`config.mk`:
```
export PLATFORM = sky130hd
export DESIGN_NAME = serial_addsub
export DESIGN_NICKNAME = d
export VERILOG_FILES = /design/src/rtl/serial_addsub_pkg.sv /design/src/rtl/serial_addsub_bit_FA.sv /design/src/rtl/serial_addsub.sv
export SDC_FILE = /design/constraint.sdc
export NUM_CORES = 1
export LEC_CHECK = 0
export CORE_UTILIZATION = 35
export DETAILED_ROUTE_END_ITERATION = 8
export GPL_ROUTABILITY_DRIVEN = 0
export HOLD_SLACK_MARGIN = 0.06
export PLACE_DENSITY = 0.57
export SKIP_CTS_REPAIR_TIMING = 1
export SYNTH_ARGS = -nofsm -noshare
export SYNTH_HDL_FRONTEND = slang
export SYNTH_SLANG_ARGS = --single-unit
```
`constraint.sdc`:
```
create_clock -name clk -period 1.55 [get_ports clk]
set_clock_uncertainty 0.15 [all_clocks]
set_input_delay 0.3875 -clock clk [delete_from_list [all_inputs] [get_ports clk]]
set_output_delay 0.3875 -clock clk [all_outputs]
set_load 0.01 [all_outputs]
```
`src/rtl/serial_addsub_pkg.sv`:
```
// serial_addsub_pkg
//   Shared constants for the bit-serial adder/subtractor:
//   FSM state encoding and the operation-mode encoding of the 'mode' input.
package serial_addsub_pkg;

   localparam logic [1:0] ST_IDLE = 2'b00;
   localparam logic [1:0] ST_RUN  = 2'b01;
   localparam logic [1:0] ST_DONE = 2'b10;

   localparam logic MODE_ADD = 1'b0;
   localparam logic MODE_SUB = 1'b1;

endpackage

```
`src/rtl/serial_addsub_bit_FA.sv`:
```
// bit_FA
//   One-bit full adder assembled from two half-adder cells and an OR gate.
//   Ports:
//     A, B   in  1  addend bits
//     Cin    in  1  carry in
//     SUM    out 1  sum bit
//     Carry  out 1  carry out
module bit_FA (
   input  logic A,
   input  logic B,
   input  logic Cin,
   output logic SUM,
   output logic Carry
);

   logic ha0_s, ha0_c;
   logic ha1_s, ha1_c;

   // first half adder: A + B
   assign ha0_s = A ^ B;
   assign ha0_c = A & B;

   // second half adder: partial sum + Cin
   assign ha1_s = ha0_s ^ Cin;
   assign ha1_c = ha0_s & Cin;

   // the two half-adder carries can never both be 1, so OR suffices
   assign SUM   = ha1_s;
   assign Carry = ha0_c | ha1_c;

endmodule

```
`src/rtl/serial_addsub.sv`:
```
// serial_addsub
//   Bit-serial adder/subtractor. Operands are loaded on an accepted start and
//   processed LSB first, one bit per clock, through a single full-adder cell.
//   Result, carry-out and signed overflow are published together with a
//   one-cycle done pulse WIDTH clocks after the accepting edge.
//   Ports:
//     clk       in  1      clock, rising edge
//     rst_n     in  1      synchronous active-low reset
//     start     in  1      request, honoured only in IDLE or DONE
//     mode      in  1      0 = A+B, 1 = A-B (sampled with start)
//     A, B      in  WIDTH  operands (sampled with start)
//     busy      out 1      high while bits are being processed
//     done      out 1      one-cycle completion pulse
//     SUM       out WIDTH  result, held until the next completion
//     Carry     out 1      carry out of MSB (subtract: 1 = no borrow)
//     Overflow  out 1      two's-complement overflow
import serial_addsub_pkg::*;

module serial_addsub #(
   parameter int WIDTH = 8
) (
   input  logic             clk,
   input  logic             rst_n,
   input  logic             start,
   input  logic             mode,
   input  logic [WIDTH-1:0] A,
   input  logic [WIDTH-1:0] B,
   output logic             busy,
   output logic             done,
   output logic [WIDTH-1:0] SUM,
   output logic             Carry,
   output logic             Overflow
);

   localparam int CNT_W = $clog2(WIDTH) + 1;

   logic [1:0]       state_reg, state_next;
   logic [WIDTH-1:0] opa_reg, opb_reg, res_reg;
   logic             carry_reg;
   logic [CNT_W-1:0] cnt_reg;
   logic [WIDTH-1:0] sum_reg;
   logic             cout_reg, ovf_reg;

   logic accept, last_bit;
   logic fa_s, fa_co;

   assign accept   = start && ((state_reg == ST_IDLE) || (state_reg == ST_DONE));
   assign last_bit = (state_reg == ST_RUN) && (cnt_reg == CNT_W'(WIDTH - 1));

   bit_FA u_fa (
      .A     (opa_reg[0]),
      .B     (opb_reg[0]),
      .Cin   (carry_reg),
      .SUM   (fa_s),
      .Carry (fa_co)
   );

   // state register
   always_ff @(posedge clk) begin
      if (!rst_n)
         state_reg <= ST_IDLE;
      else
         state_reg <= state_next;
   end

   // next-state logic
   always_comb begin
      state_next = state_reg;
      case (state_reg)
         ST_IDLE: if (start)    state_next = ST_RUN;
         ST_RUN:  if (last_bit) state_next = ST_DONE;
         ST_DONE: state_next = start ? ST_RUN : ST_IDLE;
         default: state_next = ST_IDLE;
      endcase
   end

   // outputs follow the state directly
   always_comb begin
      busy = (state_reg == ST_RUN);
      done = (state_reg == ST_DONE);
   end

   // datapath
   always_ff @(posedge clk) begin
      if (!rst_n) begin
         opa_reg   <= '0;
         opb_reg   <= '0;
         res_reg   <= '0;
         carry_reg <= 1'b0;
         cnt_reg   <= '0;
         sum_reg   <= '0;
         cout_reg  <= 1'b0;
         ovf_reg   <= 1'b0;
      end else if (accept) begin
         opa_reg   <= A;
         // subtract as A + ~B + 1: invert B and seed the carry with 1
         opb_reg   <= (mode == MODE_SUB) ? ~B : B;
         carry_reg <= (mode == MODE_SUB);
         cnt_reg   <= '0;
      end else if (state_reg == ST_RUN) begin
         opa_reg   <= {1'b0, opa_reg[WIDTH-1:1]};
         opb_reg   <= {1'b0, opb_reg[WIDTH-1:1]};
         res_reg   <= {fa_s, res_reg[WIDTH-1:1]};
         carry_reg <= fa_co;
         cnt_reg   <= cnt_reg + CNT_W'(1);
         if (last_bit) begin
            // carry_reg here is the carry into the MSB
            sum_reg  <= {fa_s, res_reg[WIDTH-1:1]};
            cout_reg <= fa_co;
            ovf_reg  <= carry_reg ^ fa_co;
         end
      end
   end

   assign SUM      = sum_reg;
   assign Carry    = cout_reg;
   assign Overflow = ovf_reg;

endmodule
```
==> insert_results.sql, run 1 <==
INSERT INTO impl_metrics (metric_group, metric, value, unit) VALUES
('power', 'p_leak', '1.03', 'nW'),
('placed_design', 'place_worst_setup_slack', '-0.125', 'ns'),
('clock_tree', 'cts.sink_count', '40', ''),
('timing', 'worst_slew_pin_slew', '0.295', 'ns'),
('synth', 'ys_types', '32', ''),
('finish', 'fillCellCount', '485', ''),
('placed_design', 'dp_hpwl', '2250', 'um'),
('synth', 'mappedNetlistNets', '215', ''),
('clock_tree', 'cts_root_buffer', 'sky130_fd_sc_hd__clkbuf_8', ''),
('clock_tree', 'cts_max_level', '2', ''),
('global_routing', 'first_global_vias', '1345', ''),
('die', 'width_of_the_die', '72.2', 'um'),
('timing', 'post-route-min-period', '1.58', 'ns'),
('finish', 'layout.cells.most_common', 'sky130_fd_sc_hd__nand2_1', ''),
('global_routing', 'first_pass_grt_wire_length', '6070', 'um'),
('placed_design', 'placement.io_buffers', '31', ''),
('hold_path', 'hp-class', 'reg2reg', ''),
('clock_tree', 'tritoncts.num_buffers', '5', ''),
('setup_path', 'crit_required', '1.01', 'ns'),
('status', 'status', 'finished with violations', ''),
('run', 'drv.max_cap_violation_count', '0', ''),
('global_routing', 'groute.layer.met3.usage', '0.0417', ''),
('detailed_routing', 'post_drt_wl_per_cell', '11.6', 'um'),
('timing', 'max-slew-margin-rel', '0.803', ''),
('setup_path', 'setup.worst_path.start_class', 'register', ''),
('synth', 'yosysSeqAreaShare', '0.464', ''),
('die', 'die_height', '72.2', 'um'),
('finish', 'area_growth_syn_to_layout', '34.7', '%'),
('global_routing', 'grt_util_met2', '0.262', ''),
('timing', 'fmax', '635', 'MHz'),
('setup_path', 'path_class', 'reg2out', ''),
('finish', 'mostFrequentLayoutCells', '43 x sky130_fd_sc_hd__nand2_1, 38 x sky130_fd_sc_hd__dfxtp_1, 19 x sky130_fd_sc_hd__clkdlybuf4s50_1, 16 x sky130_fd_sc_hd__a21boi_0', ''),
('global_routing', 'gr-max-usage-layer', 'met2', ''),
('timing', 'finalCritPeriodShare', '1.02', ''),
('finish', 'final_area', '0.00233', 'sq mm'),
('status', 'violations_in_the_final_reports', 'setup timing', ''),
('global_routing', 'grt_overflow_total', '0', ''),
('die', 'core_region_area', '0.00472', 'sq mm'),
('power', 'irDropWorstVdd', '0.411', 'mV'),
('synth', 'syn_area', '0.00173', 'sq mm'),
('setup_path', 'critPathMaxFanout', '2', ''),
('clock_tree', 'cts_tree', 'built', ''),
('timing', 'max_slew_violations', '0', ''),
('power', 'power_density', '968', 'mW/mm^2'),
('timing', 'fin_hold_ws', '0.306', 'ns'),
('detailed_routing', 'detail_route.first_pass.iterations', '4', ''),
('synth', 'synth_edf_count', '0', ''),
('global_routing', 'met1_usage', '0.179', ''),
('detailed_routing', 'detailroute.via_count', '1417', ''),
('global_routing', 'grt_max_degree', '47', ''),
('placed_design', 'placement.cell_area', '0.00218', 'sq mm'),
('synth', 'synthArstFlopShare', '0', ''),
('global_routing', 'grt_util_all_layers', '0.153', ''),
('synth', 'yosys_warnings', '0', ''),
('finish', 'finalNetCount', '253', ''),
('die', 'floorplan.rows', '25', ''),
('timing', 'final_hold_fails', '0', ''),
('clock_tree', 'clk_pin_slew_worst_paths', '0.08', 'ns'),
('die', 'initial_utilization', '0.366', ''),
('clock_tree', 'clock_insertion_delay_worst_skew', '0.30', 'ns'),
('detailed_routing', 'route.detailed.vias_per_inst', '4.74', ''),
('setup_path', 'worst_ep_arrival_time', '1.04', 'ns'),
('timing', 'grt_setup_unrepaired', 'yes', ''),
('synth', 'synthesized_instance_count', '193', ''),
('finish', 'post_route_cells_drive_above_1_share', '0.134', ''),
('synth', 'post_synth.cell_area_avg', '8.95', 'sq um'),
('timing', 'finalSetupViolCount', '1', ''),
('die', 'num_io_pins', '32', ''),
('clock_tree', 'cts_buffer_depth', '2', ''),
('power', 'power.total', '2.25', 'mW'),
('synth', 'dominant_synthesized_flop_cell', 'sky130_fd_sc_hd__dfxtp_1', ''),
('global_routing', 'number_of_antenna_violations_at_the_first_check_in_global_routing', '0', ''),
('synth', 'yosys_register_bits', '40', ''),
('finish', 'insertedDiodeCount', '0', ''),
('setup_path', 'critPathCaptureType', 'primary output', ''),
('finish', 'fin_util', '0.492', ''),
('timing', 'setup_ws_post_layout', '-0.0255', 'ns'),
('detailed_routing', 'antenna_violating_nets_post_route', '0', ''),
('detailed_routing', 'detail_route.iter0.violations', '44', ''),
('die', 'die_outline_area', '0.00522', 'sq mm'),
('detailed_routing', 'detail_route.drc_violations', '0', ''),
('detailed_routing', 'postRouteWirelength', '3480', 'um');
-- power breakdown --
| group | internal, mW | total (mW) | switching (mW) | leakage, nW |
|---|---|---|---|---|
| logic | 0.149 | 0.291 | 0.142 | 0.651 |
| clock network | 0.476 | 0.857 | 0.380 | 0.0541 |
| registers | 1.07 | 1.10 | 0.0299 | 0.327 |
| total | 1.70 | 2.25 | 0.552 | 1.03 |
-- logic make-up after synthesis --
| kind of cell | count (synthesis) | synth area share |
|---|---|---|
| flops | 40 | 0.464 |
| buf+inv | 16 | 0.0493 |
| fa+ha+maj | 2 | 0.0188 |
| xor+xnor | 11 | 0.0558 |
| compound gates | 39 | 0.164 |
| simple gates | 76 | 0.196 |
| mux | 9 | 0.0522 |
-- critical path: stages (launching register included) --
cell and delay, ns:
sky130_fd_sc_hd__dfxtp_2 0.33, sky130_fd_sc_hd__nand2b_2 0.18, sky130_fd_sc_hd__inv_2 0.08, sky130_fd_sc_hd__dlymetal6s2s_1 0.15
-- final timing paths --
check	startpoint	endpoint	slack, ns	cells past startpoint
max	state_reg[1]	busy	-0.03	3
min reg2reg	SUM[7]	SUM[7]	0.31	2
min	SUM[7]	SUM[7]	0.31	2
max reg2reg	state_reg[1]	SUM[0]	0.01	6
-- synth_stat cells, drive strengths merged, types with 2 or more instances --
cell	instances	share of area
nor3	5	0.014
clkbuf	4	0.0087
buf	11	0.038
o21ai	5	0.014
nand2	43	0.093
o221ai	5	0.025
xor2	9	0.046
a31oi	3	0.011
a21oi	2	0.0080
a21boi	16	0.070
nand3	11	0.032
xnor2	2	0.010
dfxtp	40	0.46
nand2b	2	0.0087
nor2	7	0.015
and2	2	0.0072
mux2i	9	0.052
a22oi	7	0.030
-- stage by stage --
stage	std cells	setup TNS, ns
after floorplan	193	0
final	299	-0.0255
after global routing	299	-0.681
after CTS	299	-2.41
after detailed placement	291	-1.99
after global placement	291	-1.72
-- per-layer routing --
layer | wire length, um | vias to the layer above
met4 | 62 | 0
met3 | 133 | 6
met2 | 1580 | 25
met5 | 0 | -
met1 | 1700 | 653
li1 | - | 733
-- layout make-up --
class | instances | area, sq um | share of cell area
timing repair buffer | 46 | 478 | 0.205
clock inverter | 3 | 42.5 | 0.0183
clock buffer | 5 | 68.8 | 0.0296
multi-input combinational | 137 | 846 | 0.364
tap | 67 | 83.8 | 0.0360
sequential | 40 | 803 | 0.345
inverter | 1 | 3.75 | 0.00161
Power figures use the tool's default switching activity.
==> run 2, diff against run 1 <==
Settings changed: CELL_PAD_IN_SITES_DETAIL_PLACEMENT from default to 1, CELL_PAD_IN_SITES_GLOBAL_PLACEMENT from default to 1, PLACE_DENSITY 0.57 to 0.73.
==> insert_results.sql, run 2 (same netlist as run 1, synthesis figures left out) <==
INSERT INTO impl_metrics (metric_group, metric, value, unit) VALUES
('hold_path', 'hp-class', 'reg2reg', ''),
('setup_path', 'critical_path.cell_chain', 'buf_6 -> and2b_1 -> buf_2', ''),
('global_routing', 'grt_overflow_total', '0', ''),
('finish', 'mostFrequentLayoutCells', '43 x sky130_fd_sc_hd__nand2_1, 37 x sky130_fd_sc_hd__dfxtp_1, 19 x sky130_fd_sc_hd__clkdlybuf4s50_1, 16 x sky130_fd_sc_hd__a21boi_0, 11 x sky130_fd_sc_hd__nand3_1', ''),
('detailed_routing', 'detail_route.first_pass.iterations', '4', ''),
('die', 'core_region_area', '0.00472', 'sq mm'),
('finish', 'fin_util', '0.492', ''),
('power', 'p_leak', '1.02', 'nW'),
('global_routing', 'first_global_vias', '1481', ''),
('clock_tree', 'tritoncts.num_buffers', '5', ''),
('setup_path', 'critical_path.n_buffers_inverters', '2', ''),
('detailed_routing', 'detailroute.via_count', '1445', ''),
('global_routing', 'first_pass_grt_wire_length', '6580', 'um'),
('power', 'irDropWorstVdd', '0.475', 'mV'),
('status', 'status', 'complete, no violations', ''),
('timing', 'worst_slew_pin_slew', '0.288', 'ns'),
('clock_tree', 'cts_tree', 'built', ''),
('global_routing', 'grt_util_all_layers', '0.166', ''),
('global_routing', 'number_of_antenna_violations_at_the_first_check_in_global_routing', '0', ''),
('clock_tree', 'cts_root_buffer', 'sky130_fd_sc_hd__clkbuf_8', ''),
('setup_path', 'worst_ep_arrival_time', '1.00', 'ns'),
('detailed_routing', 'postRouteWirelength', '3820', 'um'),
('timing', 'timing.setup.tns', '0', 'ns'),
('clock_tree', 'clock_insertion_delay_worst_skew', '0.30', 'ns'),
('timing', 'max-slew-margin-rel', '0.808', ''),
('die', 'floorplan.rows', '25', ''),
('setup_path', 'critPathMaxFanout', '2', ''),
('placed_design', 'dp_hpwl', '2510', 'um'),
('detailed_routing', 'detail_route.drc_violations', '0', ''),
('global_routing', 'grt_max_degree', '47', ''),
('detailed_routing', 'post_drt_wl_per_cell', '12.9', 'um'),
('timing', 'final_hold_fails', '0', ''),
('detailed_routing', 'route.detailed.vias_per_inst', '4.87', ''),
('die', 'num_io_pins', '32', ''),
('timing', 'post-route-min-period', '1.54', 'ns'),
('placed_design', 'placement.io_buffers', '31', ''),
('setup_path', 'timing.critical_path.slowest_stage_cell', 'sky130_fd_sc_hd__dfxtp_2', ''),
('clock_tree', 'cts_max_level', '2', ''),
('die', 'die_outline_area', '0.00522', 'sq mm'),
('detailed_routing', 'detail_route.iter0.violations', '55', ''),
('timing', 'fmax', '650', 'MHz'),
('timing', 'setup_ws_post_layout', '0.0122', 'ns'),
('power', 'power.total', '2.25', 'mW'),
('timing', 'max_slew_violations', '0', ''),
('die', 'die_height', '72.2', 'um'),
('setup_path', 'critPathCaptureType', 'primary output', ''),
('clock_tree', 'cts_buffer_depth', '2', ''),
('die', 'initial_utilization', '0.366', ''),
('finish', 'finalNetCount', '251', ''),
('setup_path', 'crit_required', '1.01', 'ns'),
('finish', 'insertedDiodeCount', '0', ''),
('timing', 'fin_hold_ws', '0.303', 'ns'),
('finish', 'layout.cells.most_common', 'sky130_fd_sc_hd__nand2_1', ''),
('timing', 'finalCritPeriodShare', '0.992', ''),
('detailed_routing', 'antenna_violating_nets_post_route', '0', ''),
('placed_design', 'place_worst_setup_slack', '-0.174', 'ns'),
('timing', 'grt_setup_unrepaired', 'yes', ''),
('clock_tree', 'cts.sink_count', '40', ''),
('power', 'power_density', '970', 'mW/mm^2'),
('run', 'drv.max_cap_violation_count', '0', ''),
('setup_path', 'timing.critical_path.max_delay_family', 'flip-flops', ''),
('setup_path', 'cp_slowest_stage_delay', '0.33', 'ns'),
('setup_path', 'setup.worst_path.start_class', 'register', ''),
('finish', 'post_route_cells_drive_above_1_share', '0.135', ''),
('timing', 'finalSetupViolCount', '0', ''),
('finish', 'area_growth_syn_to_layout', '34.6', '%'),
('clock_tree', 'clk_pin_slew_worst_paths', '0.08', 'ns'),
('die', 'width_of_the_die', '72.2', 'um'),
('setup_path', 'path_class', 'reg2out', '');
-- run 2: changes by cell type in the layout (fill, tap and decap cells not counted) --
cell,delta
sky130_fd_sc_hd__dfxtp_2,+1
sky130_fd_sc_hd__and2_4,+1
sky130_fd_sc_hd__nand2b_2,-1
sky130_fd_sc_hd__dlymetal6s2s_1,-1
sky130_fd_sc_hd__clkbuf_1,+1
sky130_fd_sc_hd__nand2b_4,+1
sky130_fd_sc_hd__and2_1,-1
sky130_fd_sc_hd__buf_4,-2
sky130_fd_sc_hd__buf_12,+1
sky130_fd_sc_hd__clkinvlp_4,-1
sky130_fd_sc_hd__dfxtp_1,-1
-- run 2: layout make-up --
class	count	area [sq um]
clock buffers	6	72.6
clock inverters	2	35.0
repair buffers	44	470
inverters	1	3.75
flip-flops and latches	40	805
fillers	551	2400
multi-input cells	137	853
well taps	67	83.8
-- run 2: path summary, 6_finish.rpt --
| path | start | to | slack, ns | cells past startpoint |
|---|---|---|---|---|
| setup / recovery | state_reg[1] | done | 0.01 | 3 |
| hold / removal | SUM[5] | SUM[5] | 0.30 | 2 |
| setup reg to reg | state_reg[1] | cnt_reg[3] | 0.12 | 4 |
| hold reg to reg | SUM[5] | SUM[5] | 0.30 | 2 |
-- run 2: power breakdown --
part | internal [mW] | switching, mW | total [mW]
clock network | 0.478 | 0.376 | 0.854
registers | 1.07 | 0.0301 | 1.10
logic | 0.148 | 0.147 | 0.295
-- run 2: metrics by stage --
stage | area, sq um | std cells
after detailed placement | 2170 | 289
final | 2320 | 297
after CTS | 2280 | 297
after global placement | 2170 | 289
after global routing | 2320 | 297
after floorplan | 1730 | 193
-- run 2: worst min-delay path, delay by kind of cell, from the launching register on --
kind	cells	cell delay, ns
multiplexers	1	0.05
flip-flops	1	0.31
AND/OR/NAND/NOR	1	0.05
-- run 2: per-layer routing --
metal,GRT usage,vias to the layer above,part of all wire
li1,-,730,-
met1,0.190,683,0.45
met2,0.286,26,0.49
met3,0.0542,6,0.036
met4,0.0654,0,0.018
met5,0,-,0
==> run 3, diff against run 2 <==
Settings changed: SLEW_MARGIN from default to 20.
==> results of run 3 <==
No change in the layout: final DEF, timing and power equal those of run 2.
